==> src/rtl/store_unit.sv <==
// store_unit: byte/halfword/word store engine driving a simple rd/wr memory port.
// Latches a store request and checks alignment. It then issues the memory write,
// or a read followed by a write when read-modify-write is enabled. Every wait on
// mem_ready is bounded by WAIT_MAX cycles.
// Build option: define STORE_RMW_EN to make sb/sh read the word first and write
// back a merged full word (mem_be=1111). Without it, sb/sh use partial byte enables.
//
// state | meaning
// IDLE  | waiting for start, busy=0
// CHECK | decode latched opcode, check alignment
// READ  | (STORE_RMW_EN only) mem_rd held until mem_ready or timeout
// WRITE | mem_wr held until mem_ready or timeout
// FIN   | done pulse, err valid
module store_unit #(
  parameter int WAIT_MAX = 15
) (
  input  logic        clk,
  input  logic        rst,
  input  logic        start,
  input  logic [5:0]  opcode,
  input  logic [31:0] addr,
  input  logic [31:0] din,
  output logic [31:0] mem_addr,
  output logic        mem_rd,
  output logic        mem_wr,
  output logic [3:0]  mem_be,
  output logic [31:0] mem_wdata,
  input  logic [31:0] mem_rdata,
  input  logic        mem_ready,
  output logic        busy,
  output logic        done,
  output logic [1:0]  err
);

  localparam logic [5:0] OP_SW = 6'b101011;
  localparam logic [5:0] OP_SH = 6'b101001;
  localparam logic [5:0] OP_SB = 6'b101000;

  localparam logic [1:0] ERR_OK  = 2'b00;
  localparam logic [1:0] ERR_MIS = 2'b01;
  localparam logic [1:0] ERR_TO  = 2'b10;

  // The wait counter is loaded with WAIT_MAX-1 and runs down to 0, so the strobe
  // stays high for exactly WAIT_MAX cycles before the access is abandoned.
  localparam int CW = (WAIT_MAX > 1) ? $clog2(WAIT_MAX) : 1;

  typedef enum logic [2:0] {
    IDLE,
    CHECK,
`ifdef STORE_RMW_EN
    READ,
`endif
    WRITE,
    FIN
  } state_t;

  state_t      r_state;
  state_t      w_next;
  logic [5:0]  r_opcode;
  logic [31:0] r_addr;
  logic [31:0] r_din;
  logic [1:0]  r_err;
  logic [CW-1:0] r_wait;

  logic        w_is_sw;
  logic        w_is_sh;
  logic        w_is_sb;
  logic        w_valid_op;
  logic        w_misaligned;
  logic [3:0]  w_lane_be;
  logic [31:0] w_rep_data;
  logic [3:0]  w_wr_be;
  logic [31:0] w_wr_data;
  logic        w_latch;
  logic        w_load_wait;
  logic        w_dec_wait;
  logic        w_err_set;
  logic [1:0]  w_err_val;
  logic        w_access;

  assign w_is_sw    = (r_opcode == OP_SW);
  assign w_is_sh    = (r_opcode == OP_SH);
  assign w_is_sb    = (r_opcode == OP_SB);
  assign w_valid_op = w_is_sw | w_is_sh | w_is_sb;
  assign w_misaligned = (w_is_sh & r_addr[0]) | (w_is_sw & (r_addr[1:0] != 2'b00));

  // Byte lanes touched by the store and the source data replicated into every lane.
  always_comb begin
    w_lane_be  = 4'b0000;
    w_rep_data = 32'h0;
    if (w_is_sw) begin
      w_lane_be  = 4'b1111;
      w_rep_data = r_din;
    end else if (w_is_sh) begin
      w_lane_be  = r_addr[1] ? 4'b1100 : 4'b0011;
      w_rep_data = {2{r_din[15:0]}};
    end else if (w_is_sb) begin
      w_lane_be  = 4'b0001 << r_addr[1:0];
      w_rep_data = {4{r_din[7:0]}};
    end
  end

`ifdef STORE_RMW_EN
  logic [31:0] r_rdata;
  logic        w_cap_rdata;
  logic [31:0] w_merge;

  // Merge the fetched word with the new bytes; lanes outside the store keep memory data.
  always_comb begin
    w_merge = 32'h0;
    for (int i = 0; i < 4; i++) begin
      w_merge[8*i +: 8] = w_lane_be[i] ? w_rep_data[8*i +: 8] : r_rdata[8*i +: 8];
    end
  end

  assign w_wr_be   = 4'b1111;
  assign w_wr_data = w_is_sw ? r_din : w_merge;

  // Capture read data when the READ access completes.
  always_ff @(posedge clk or posedge rst) begin
    if (rst) begin
      r_rdata <= 32'h0;
    end else if (w_cap_rdata) begin
      r_rdata <= mem_rdata;
    end
  end
`else
  logic w_unused_rdata;
  assign w_unused_rdata = ^mem_rdata;
  assign w_wr_be   = w_lane_be;
  assign w_wr_data = w_rep_data;
`endif

  // State register.
  always_ff @(posedge clk or posedge rst) begin
    if (rst) begin
      r_state <= IDLE;
    end else begin
      r_state <= w_next;
    end
  end

  // Next-state decode, strobes and datapath controls.
  always_comb begin
    w_next      = r_state;
    w_latch     = 1'b0;
    w_load_wait = 1'b0;
    w_dec_wait  = 1'b0;
    w_err_set   = 1'b0;
    w_err_val   = ERR_OK;
    mem_rd      = 1'b0;
    mem_wr      = 1'b0;
`ifdef STORE_RMW_EN
    w_cap_rdata = 1'b0;
`endif
    case (r_state)
      IDLE: begin
        if (start) begin
          w_latch = 1'b1;
          w_next  = CHECK;
        end
      end
      CHECK: begin
        w_load_wait = 1'b1;
        if (!w_valid_op) begin
          w_next    = FIN;
          w_err_set = 1'b1;
          w_err_val = ERR_OK;
        end else if (w_misaligned) begin
          w_next    = FIN;
          w_err_set = 1'b1;
          w_err_val = ERR_MIS;
`ifdef STORE_RMW_EN
        end else if (!w_is_sw) begin
          w_next = READ;
`endif
        end else begin
          w_next = WRITE;
        end
      end
`ifdef STORE_RMW_EN
      READ: begin
        mem_rd = 1'b1;
        if (mem_ready) begin
          w_cap_rdata = 1'b1;
          w_load_wait = 1'b1;
          w_next      = WRITE;
        end else if (r_wait == '0) begin
          w_next    = FIN;
          w_err_set = 1'b1;
          w_err_val = ERR_TO;
        end else begin
          w_dec_wait = 1'b1;
        end
      end
`endif
      WRITE: begin
        mem_wr = 1'b1;
        if (mem_ready) begin
          w_next    = FIN;
          w_err_set = 1'b1;
          w_err_val = ERR_OK;
        end else if (r_wait == '0) begin
          w_next    = FIN;
          w_err_set = 1'b1;
          w_err_val = ERR_TO;
        end else begin
          w_dec_wait = 1'b1;
        end
      end
      FIN: begin
        w_next = IDLE;
      end
      default: begin
        w_next = IDLE;
      end
    endcase
  end

  // Request latch, wait counter and completion status.
  always_ff @(posedge clk or posedge rst) begin
    if (rst) begin
      r_opcode <= 6'h0;
      r_addr   <= 32'h0;
      r_din    <= 32'h0;
      r_wait   <= '0;
      r_err    <= ERR_OK;
    end else begin
      if (w_latch) begin
        r_opcode <= opcode;
        r_addr   <= addr;
        r_din    <= din;
        r_err    <= ERR_OK;
      end
      if (w_load_wait) begin
        r_wait <= CW'(WAIT_MAX - 1);
      end else if (w_dec_wait) begin
        r_wait <= r_wait - CW'(1);
      end
      if (w_err_set) begin
        r_err <= w_err_val;
      end
    end
  end

  assign w_access  = mem_rd | mem_wr;
  assign mem_addr  = {r_addr[31:2], 2'b00};
  assign mem_be    = mem_wr ? w_wr_be : (w_access ? 4'b1111 : 4'b0000);
  assign mem_wdata = mem_wr ? w_wr_data : 32'h0;
  assign busy      = (r_state != IDLE);
  assign done      = (r_state == FIN);
  assign err       = r_err;

endmodule

==> config.mk <==
export PLATFORM = sky130hd
export DESIGN_NAME = store_unit
export DESIGN_NICKNAME = d
export VERILOG_FILES = /design/src/rtl/store_unit.sv
export SDC_FILE = /design/constraint.sdc
export NUM_CORES = 1
export LEC_CHECK = 0
export BUFFER_PORTS_ARGS = -buffer_cell sky130_fd_sc_hd__buf_2
export CORE_MARGIN = 3
export CORE_UTILIZATION = 51
export DETAILED_ROUTE_END_ITERATION = 8
export GPL_ROUTABILITY_DRIVEN = 1
export PLACE_DENSITY = 0.92
export SYNTH_ARGS = -nofsm -noshare
export SYNTH_HDL_FRONTEND = slang
export SYNTH_SLANG_ARGS = --single-unit
==> constraint.sdc <==
create_clock -name clk -period 6.1 [get_ports clk]
set_clock_uncertainty 0.15 [all_clocks]
set_input_delay 1.22 -clock clk [delete_from_list [all_inputs] [get_ports clk]]
set_output_delay 1.22 -clock clk [all_outputs]
set_load 0.01 [all_outputs]
==> metrics <==
status=complete, no violations; root buf cell=clkbuf_8; layout cell share with drive strength beyond 1=between 50 and 60%; CTS tree=built; WP data required=4730 ps; fmax=~270 MHz; TritonRoute pass-1 iters=4; Vias/cell=about 5.1; fill cell count=slightly below 600; Max IR drop VDD=approximately 0.24 mV; buffers added on ports=between 100 and 150; Arr. time, crit path=2380 ps; final setup violating endpoints=0; Ports=180; post-cts resize count=0; die height=between 90 and 100 um; Final min period=3750 ps; cell count after synthesis=345; Die Area=~9000 um^2; Max-Cap Viols=0; Crit Path Max Fanout=22; Synth cell types=36; Worst Hold Path EP=r_opcode[2]; setup repair bufs after CTS=0; total congestion overflow=0; DR WL/cell=between 15 and 20 um; total power=~2200 uW; residual DRC count=0; Cell Area, Synth=roughly 3900 um^2; Via Count=2860; HP Class=flop to flop; CP endpoint kind=output pin; vias in the first global route=roughly 2900; sequential area share after synthesis=about half; largest family of logic cells by synthesized area=multiplexers; CP startpoint kind=flop; Die W=93.6 um; Pleak=0.00237 uW; CTS Hold Bufs=0; r2r setup slk=3870 ps; Most used DFF post-synth=dfrtp_1; RePlAce Congestion=0.754; # rows=31; XOR/XNOR Fraction of Synth Area=less than 1%; Diodes inserted=0; count leader, synth=dfrtp_1; YS warnings=0; starting density of the core=between 50% and 60%; setup TNS=0 ps; largest net degree at the start of global routing=79; top-area cell type share of the netlist area=between 40% and 50%; DRT iter0 DRCs=89; final period utilization=between 60% and 70%; utilization after layout=between 60% and 70%; core area=~7300 um^2; Mean Syn Cell Area=around 11 um^2; Hold Path Stages=1; RR Startpoint=r_state[0]; antenna-violating nets left=0; Synth area leaders=dfrtp_1 50%, mux2_2 20%, buf_4 6.5%; Post-synth EDFFs=0; most frequent cells after synthesis=78 x dfrtp_1, 71 x mux2_2, 37 x nor2_1, 34 x buf_4, 27 x nand2_1; Post-synth ARST share=between 90% and 100%; reg2reg end=err[1]; final-report hold violation count=0; clock buffer depth=2; clk_lat worst skew=between 300 and 400 ps; post-synthesis compound-gate area fraction=7.04%; total track usage=between 10% and 20%; max_slew headroom=a little over a third; initial antenna violation count=0; Power per Cell Area=approximately 470 nW/um^2; non-filler cells in the finished layout=around 560; Reg2Reg Depth=6; Post-Synth Simple-Gate Area=~11%; adder-cell share of the synthesized area=1.92%; Area growth, synth to finish=19.4%; Placed Cells=around 540; final net count=567; Synth Register Bits=between 70 and 80; critical path class=flop to output pin; final wirelength=8.54 mm; max-slew violation count=0; first-pass GRT wire length=~13 mm; CTS Sinks=78; total CTS buffers=9; clock-pin transition on the worst setup and hold timing paths=around 80 ps; hpwl dp=about 6.3 mm; Worst-Margin Slew=955 ps; RSZ-0062 raised after global routing=no; Synth area leader=dfrtp_1; H-tree Lvls=3; hold path start=r_opcode[2]; post-synthesis mux area share=between 20% and 30%
==> cells in the final DEF (no fill, tap or decap), drive strengths merged <==
master and instances:
a211o 2, a211oi 1, a21o 8, a21oi 12
a221o 1, and2 9, and2b 1, and3 2
and4bb 1, buf 145, bufinv 2, clkbuf 10
clkinv 4, clkinvlp 1, conb 3, dfrtp 78
ha 6, inv 7, mux2 72, nand2 28
nand2b 1, nand3 5, nand4b 1, nor2 37
nor2b 2, nor3 1, nor3b 2, o211ai 10
o21ai 3, o2bb2ai 1, o31ai 1, or3b 1
xnor2 1, xor2 1
==> worst max-delay path by stage <==
stage,from,endpoint,slack (ps),depth (start not counted)
2_1_floorplan,rst,err[0],2730,1
3_3_place_gp,r_opcode[0],mem_wdata[28],2770,4
3_5_place_dp,r_opcode[0],mem_wdata[14],2710,4
4_1_cts,r_opcode[0],mem_wdata[14],2310,4
5_1_grt,r_opcode[0],mem_wdata[29],2100,4
6_report,r_opcode[0],mem_wdata[14],2350,4
==> routing by layer <==
metal	part of all wire, %	wire [um]	global-route usage [%]	vias to the layer above
met5	0	0	0	-
met4	1.1	94	6.98	0
met3	9.4	801	5.71	10
met2	49	4220	33.3	122
met1	40	3420	23.2	1367
li1	-	-	-	1361
==> cell families after synthesis <==
| group | after synthesis |
|---|---|
| AND/OR/NAND/NOR | 91 |
| buffers and inverters | 56 |
| flip-flops | 78 |
| other | 1 |
| AO/OA/AOI/OAI | 39 |
| adder cells (fa/ha/maj) | 6 |
| XOR/XNOR | 2 |
| multiplexers | 72 |
==> critical path, cell delays in order (launching register included) <==
cell     delay (ps)
dfrtp_1         740
nand3_1         750
nor2_1          320
nor2_1           70
buf_2           140
==> metrics by stage <==
step	setup WS [ps]	hold WS [ps]	cell area (um^2)
finish	2350	350	4670
global placement	2770	331	4460
detailed placement	2710	339	4460
floorplan	2730	321	3920
CTS	2310	357	4670
global route	2100	372	4670
==> power breakdown <==
part / internal [uW] / switching [uW] / total, uW
logic: 448 / 388 / 836
registers: 776 / 188 / 964
clock network: 230 / 186 / 415
total: 1450 / 762 / 2220
==> area by class of cell <==
cell class	instances	area [um^2]	share of cell area (%)
Clock buffer	10	128	2.73
Clock inverter	6	86.3	1.85
Inverter	8	31.3	0.670
Multi-Input combinational cell	213	1620	34.7
Sequential cell	78	1950	41.8
Tap cell	99	124	2.65
Timing Repair Buffer	145	728	15.6
==> state kept, by name (all words and copies together) (netlist names) <==
name,count
r_addr,32
r_wait,4
err,2
r_state,2
r_opcode,6
r_din,32
No activity file was read; power rests on OpenSTA's default activity.
